File: src/rtl/alu_pkg.sv
// Shared op encoding and op-class helper for the pipelined ALU.
package alu_pkg;

  typedef enum logic [3:0] {
    OP_INC_A  = 4'b0000,
    OP_DEC_A  = 4'b0001,
    OP_PASS_B = 4'b0010,
    OP_INC_B  = 4'b0011,
    OP_DEC_B  = 4'b0100,
    OP_PASS_A = 4'b0101,
    OP_ADD    = 4'b0110,
    OP_SHL_A  = 4'b0111,
    OP_NOT_A  = 4'b1000,
    OP_NOT_B  = 4'b1001,
    OP_AND    = 4'b1010,
    OP_OR     = 4'b1011,
    OP_XOR    = 4'b1100,
    OP_XNOR   = 4'b1101,
    OP_NAND   = 4'b1110,
    OP_NOR    = 4'b1111
  } alu_op_e;

  function automatic logic is_arith(input logic [3:0] sel);
    return ~sel[3];
  endfunction

endpackage

File: src/rtl/alu_core.sv
// Combinational ALU datapath: WIDTH+1-bit result, 0 latency, no flow control.
// Raw zf/nf/of outputs exist only when ALU_FLAGS_EN is defined.
module alu_core
  import alu_pkg::*;
#(
  parameter int WIDTH = 4
) (
  input  logic [3:0]       sel,
  input  logic [WIDTH-1:0] a,
  input  logic [WIDTH-1:0] b,
`ifdef ALU_FLAGS_EN
  output logic             zf,
  output logic             nf,
  output logic             of,
`endif
  output logic [WIDTH:0]   y
);

  localparam logic [WIDTH:0] ONE = {{WIDTH{1'b0}}, 1'b1};

  logic [WIDTH:0] sa, sb, za, zb;

  // Arithmetic works on sign-extended operands, logic on zero-extended ones.
  assign sa = {a[WIDTH-1], a};
  assign sb = {b[WIDTH-1], b};
  assign za = {1'b0, a};
  assign zb = {1'b0, b};

  always_comb begin
    y = '0;
    case (sel)
      OP_INC_A:  y = sa + ONE;
      OP_DEC_A:  y = sa - ONE;
      OP_PASS_B: y = sb;
      OP_INC_B:  y = sb + ONE;
      OP_DEC_B:  y = sb - ONE;
      OP_PASS_A: y = sa;
      OP_ADD:    y = sa + sb;
      OP_SHL_A:  y = {sa[WIDTH-1:0], 1'b0};
      OP_NOT_A:  y = ~za;
      OP_NOT_B:  y = ~zb;
      OP_AND:    y = za & zb;
      OP_OR:     y = za | zb;
      OP_XOR:    y = za ^ zb;
      OP_XNOR:   y = ~(za ^ zb);
      OP_NAND:   y = ~(za & zb);
      OP_NOR:    y = ~(za | zb);
      default:   y = '0;
    endcase
  end

`ifdef ALU_FLAGS_EN
  assign zf = (y == '0);
  assign nf = y[WIDTH];
  assign of = is_arith(sel) && (y[WIDTH] != y[WIDTH-1]);
`endif

endmodule

File: src/rtl/alu_pipe.sv
// Registered ALU with accumulator operand: 1-cycle latency, 1 beat/cycle; result
// holds under backpressure (in_ready = !out_valid || out_ready). Flags need ALU_FLAGS_EN.
module alu_pipe
  import alu_pkg::*;
#(
  parameter int WIDTH = 4
) (
  input  logic             clk,
  input  logic             rst_n,
  input  logic             in_valid,
  output logic             in_ready,
  input  logic [3:0]       sel,
  input  logic [WIDTH-1:0] a,
  input  logic [WIDTH-1:0] b,
  input  logic             use_acc,
  output logic             out_valid,
  input  logic             out_ready,
`ifdef ALU_FLAGS_EN
  output logic             zf,
  output logic             nf,
  output logic             of,
`endif
  output logic [WIDTH:0]   y
);

  logic [WIDTH-1:0] acc;
  logic [WIDTH-1:0] op_a;
  logic [WIDTH:0]   res;
  logic             accept;

  assign in_ready = !out_valid || out_ready;
  assign accept   = in_valid && in_ready;
  assign op_a     = use_acc ? acc : a;

`ifdef ALU_FLAGS_EN
  logic res_zf, res_nf, res_of;
`endif

  alu_core #(.WIDTH(WIDTH)) u_core (
    .sel (sel),
    .a   (op_a),
    .b   (b),
`ifdef ALU_FLAGS_EN
    .zf  (res_zf),
    .nf  (res_nf),
    .of  (res_of),
`endif
    .y   (res)
  );

  // Drain without a new beat only drops out_valid; y keeps its last value.
  always_ff @(posedge clk or negedge rst_n) begin
    if (!rst_n) begin
      out_valid <= 1'b0;
      y         <= '0;
      acc       <= '0;
    end else if (accept) begin
      out_valid <= 1'b1;
      y         <= res;
      acc       <= res[WIDTH-1:0];
    end else if (out_ready) begin
      out_valid <= 1'b0;
    end
  end

`ifdef ALU_FLAGS_EN
  always_ff @(posedge clk or negedge rst_n) begin
    if (!rst_n) begin
      zf <= 1'b0;
      nf <= 1'b0;
      of <= 1'b0;
    end else if (accept) begin
      zf <= res_zf;
      nf <= res_nf;
      of <= res_of;
    end
  end
`endif

endmodule

File: config.mk
export PLATFORM = sky130hd
export DESIGN_NAME = alu_pipe
export DESIGN_NICKNAME = d
export VERILOG_FILES = /design/src/rtl/alu_pkg.sv /design/src/rtl/alu_core.sv /design/src/rtl/alu_pipe.sv
export SDC_FILE = /design/constraint.sdc
export NUM_CORES = 1
export LEC_CHECK = 0
export CAP_MARGIN = 20
export CORE_ASPECT_RATIO = 1.1
export CORE_MARGIN = 4
export CORE_UTILIZATION = 48
export CTS_CLUSTER_DIAMETER = 120
export CTS_CLUSTER_SIZE = 16
export DETAILED_ROUTE_END_ITERATION = 12
export GPL_ROUTABILITY_DRIVEN = 0
export HOLD_SLACK_MARGIN = 0.12
export PLACE_DENSITY = 0.77
export SLEW_MARGIN = 30
export SYNTH_ARGS = -nofsm -noshare
export SYNTH_HDL_FRONTEND = slang
export SYNTH_HIERARCHICAL = 1
export SYNTH_SLANG_ARGS = --single-unit
File: constraint.sdc
create_clock -name clk -period 2.2 [get_ports clk]
set_input_delay 0.44 -clock clk [delete_from_list [all_inputs] [get_ports clk]]
set_output_delay 0.44 -clock clk [all_outputs]
set_load 0.01 [all_outputs]
==> results.tsv <==
stage	metric	value	unit
setup_path	CP max stage cell	ha_1	
global_route	vias in the first global route	1632	
sta	Worst-Margin Slew	0.3135	ns
floorplanning	Die Ht	62.71	um
job	Max Cap Violations	0	
global_route	largest net degree at the start of global routing	18	
yosys	register area share after synthesis	11.49	%
sta	final setup fails	2	
yosys	Mapped Nets	199	
setup_path	WP buf/inv	2	
setup_path	Crit. End Element	flip-flop	
placed_design	post-DP HPWL	3389	um
layout	diode count	0	
yosys	ys async rst share	100.0	%
setup_path	CP Data Arrival Time	2.44	ns
sta	period utilization	104.9	%
yosys	unique cell type count in the Yosys netlist	45	
power	Power Total	0.9336	mW
setup_path	Critical Path Source Type	input port	
yosys	Post-Synthesis Cell Area	1306	um2
run_status	violations in the final reports	setup timing	
placed_design	placed insts	257	
yosys	flops & latches, synth	6	
clock_network	CTS buffer count	3	
routing	post-route ant nets	0	
placed_design	IO Port Bufs	23	
clock_network	clock sink count	6	
yosys	yosys warns	6	
global_route	GRT Total Usage	25.10	%
routing	vias per inst	5.985	
layout	Layout Nets	270	
sta	PnR worst setup slack	-0.1088	ns
layout	# fillers	175	
clock_network	clk_lat worst skew	0.25	ns
setup_path	worst-path cell chain	buf_8 > nand2b_4 > or2_4 > buf_4 > a21oi_2 > ha_1 > a21oi_2 > xnor2_1 > a22o_1 > a211o_1 > mux2_4	
global_route	first-pass GRT wire length	7396	um
setup_path	Crit Path Max Fanout	4	
floorplanning	Row Count	19	
power	Power Dens Cells	446.5	nW/um2
layout	Synth-to-Final Area Change	60.06	%
floorplanning	Core ar.	2544	um2
sta	RSZ-0062 raised after global routing	yes	
sta	Slew HR	79.04	%
worst_hold_path	Hold Path Class	input port to async pin	
floorplanning	io pins	24	
clock_network	clk slew on worst S/H paths	0.05	ns
clock_network	CTS root buf	clkbuf_4	
routing	drt initial violations	56	
floorplanning	die width	57.74	um
setup_path	Crit path max-delay family	compound AO/OA/AOI/OAI gates	
setup_path	Crit path largest cell delay	0.27	ns
sta	skew final	0.003228	ns
setup_path	WP data required	2.33	ns
clock_network	level count of the clock H-tree	1	
yosys	average cell area after synthesis	7.775	um2
clock_network	Clock Tree Buf Depth	2	
routing	vias after detailed routing	1604	
layout	fin cells	268	
routing	Routed WL per cell	16.92	um
layout	fin area	2091	um2
layout	share of cells above drive strength 1	41.77	%
global_route	initial antenna violation count	0	
sta	pins over their slew limit	0	
yosys	cells after synthesis	168	
yosys	number of flops mapped to enable cells by yosys	0	
run_status	outcome	complete, but fails checks	
sta	fmax	433.1	MHz
global_route	grt ovf	0	
routing	DRC	0	
routing	Routed WL	4535	um
clock_network	CTS tree	yes	
placed_design	placement-stage cell area	1891	um2
floorplanning	Initial Util	51.35	%
setup_path	Crit Path Class	input port to flip-flop	
power	Max IR drop VDD	0.4288	mV
yosys	Most used DFF post-synth	dfrtp_1	
sta	Hold Violations, Final	0	
power	Pleak	0.9526	nW
setup_path	crit-path most repeated cell	a21oi_2	
routing	DRT Pass-1 Iters	5	
floorplanning	die area	3621	um2
sta	fin crit period	2.309	ns
## final cells by class
class | count | area (um2) | area share [%]
multi-input combinational | 139 | 1200 | 57.39
timing repair buffer | 77 | 634.4 | 30.34
sequential | 6 | 150.1 | 7.181
inverter | 12 | 45.04 | 2.154
tap | 31 | 38.79 | 1.855
clock buffer | 3 | 22.52 | 1.077
## through the flow
stage | TNS (ns) | setup WS [ns] | hold slack [ns] | util [%]
2_1_floorplan | -0.3742 | -0.3003 | 0.1444 | -
3_3_place_gp | -2.967 | -0.6958 | 0.5006 | 74.32
3_5_place_dp | -3.323 | -0.8013 | 0.5075 | 74.32
4_1_cts | -0.1013 | -0.1013 | 0.4539 | 79.24
5_1_grt | -0.3874 | -0.1576 | 0.4672 | 82.19
6_report | -0.1682 | -0.1088 | 0.4500 | 82.19
## state kept, by name, summed over array words and instances (netlist names)
name / cells
out_valid: 1
y: 5
## final timing paths
path | start | endpoint | slack [ns] | cells after the start
worst max-delay path | sel[1] | y[3]$_DFFE_PN0P_ | -0.11 | 11
worst min-delay path | rst_n | y[2]$_DFFE_PN0P_ | 0.45 | 1
worst max register to register | y[2]$_DFFE_PN0P_ | y[2]$_DFFE_PN0P_ | -0.03 | 9
worst min register to register | y[4]$_DFFE_PN0P_ | y[4]$_DFFE_PN0P_ | 0.52 | 1
max in group asynchronous | rst_n | out_valid$_DFFE_PN0P_ | 1.51 | 1
min in group clk | y[4]$_DFFE_PN0P_ | y[4]$_DFFE_PN0P_ | 0.52 | 1
## power by group
| part | switching, mW | internal (mW) | total (mW) |
|---|---|---|---|
| clock network | 0.0432 | 0.0620 | 0.105 |
| registers | 0.0186 | 0.137 | 0.156 |
| logic | 0.298 | 0.374 | 0.673 |
## worst register-to-register path, stage by stage, from the launching register on
cell      delay [ns]
dfrtp_1         0.39
mux2_4          0.31
inv_2           0.08
ha_4            0.20
nor3b_1         0.14
a31oi_1         0.20
o22ai_1         0.13
a311oi_1        0.24
a32oi_1         0.15
mux2_4          0.28
## cells by family after synthesis
kind of cell               share of synthesized area (%)
xor gates and xnor gates                           4.023
and+or+nand+nor                                    24.14
muxes                                              12.36
DFF                                                11.49
adders and majority gates                          13.99
buffers and inverters                              7.758
AOI/OAI and AO/OA                                  26.25
## cells in the mapped netlist, types with 2 or more instances
library cell	n	area, um2
mux2_4	5	75.07
a21oi_1	14	70.07
inv_1	12	45.04
a31oi_1	4	25.02
nor3b_1	2	15.01
dfrtp_1	6	150.1
mux2_2	5	56.30
a22oi_1	4	30.03
nand2_1	3	11.26
or2_2	3	18.77
nand3_1	11	55.05
xnor2_1	6	52.55
nand2b_1	10	62.56
a211o_1	2	17.52
a21boi_0	2	15.01
or3_1	2	12.51
ha_1	13	162.7
clkbuf_1	3	11.26
buf_2	6	30.03
nor2_1	8	30.03
nor3_1	3	15.01
nand4_1	2	12.51
o21ai_0	9	45.04
nor2b_1	2	12.51
mux2i_1	3	30.03
o22ai_1	8	50.05
a21o_1	2	15.01
## cells in the final DEF (no fill, tap or decap), types with 6 or more instances in the layout
| master | Yosys | layout |
|---|---|---|
| a21oi_1 | 14 | 10 |
| xnor2_1 | 6 | 6 |
| buf_4 | 0 | 51 |
| mux2_4 | 5 | 8 |
| o22ai_1 | 8 | 8 |
| nor2_1 | 8 | 8 |
| nand3_1 | 11 | 10 |
| ha_1 | 13 | 7 |
| dfrtp_1 | 6 | 6 |
| o21ai_0 | 9 | 9 |
| nand2b_1 | 10 | 8 |
| inv_1 | 12 | 10 |
| clkdlybuf4s50_1 | 0 | 12 |
## metal layers
layer / vias up / global-route usage (%) / wire (um)
met5: - / 0 / 0
met4: 0 / 12.75 / 179
met2: 77 / 44.92 / 2344
met1: 752 / 28.41 / 1751
li1: 756 / - / -
met3: 19 / 2.686 / 259
## repair_timing
| item | CTS | global route |
|---|---|---|
| setup endpoints to repair | 5 | 5 |
| pin swaps | 17 | 11 |
| setup buffers | 4 | 4 |
| hold buffers | 0 | 0 |
| gates cloned | 0 | 0 |
| gates resized for setup | 45 | 17 |
Power figures use the tool's default switching activity.
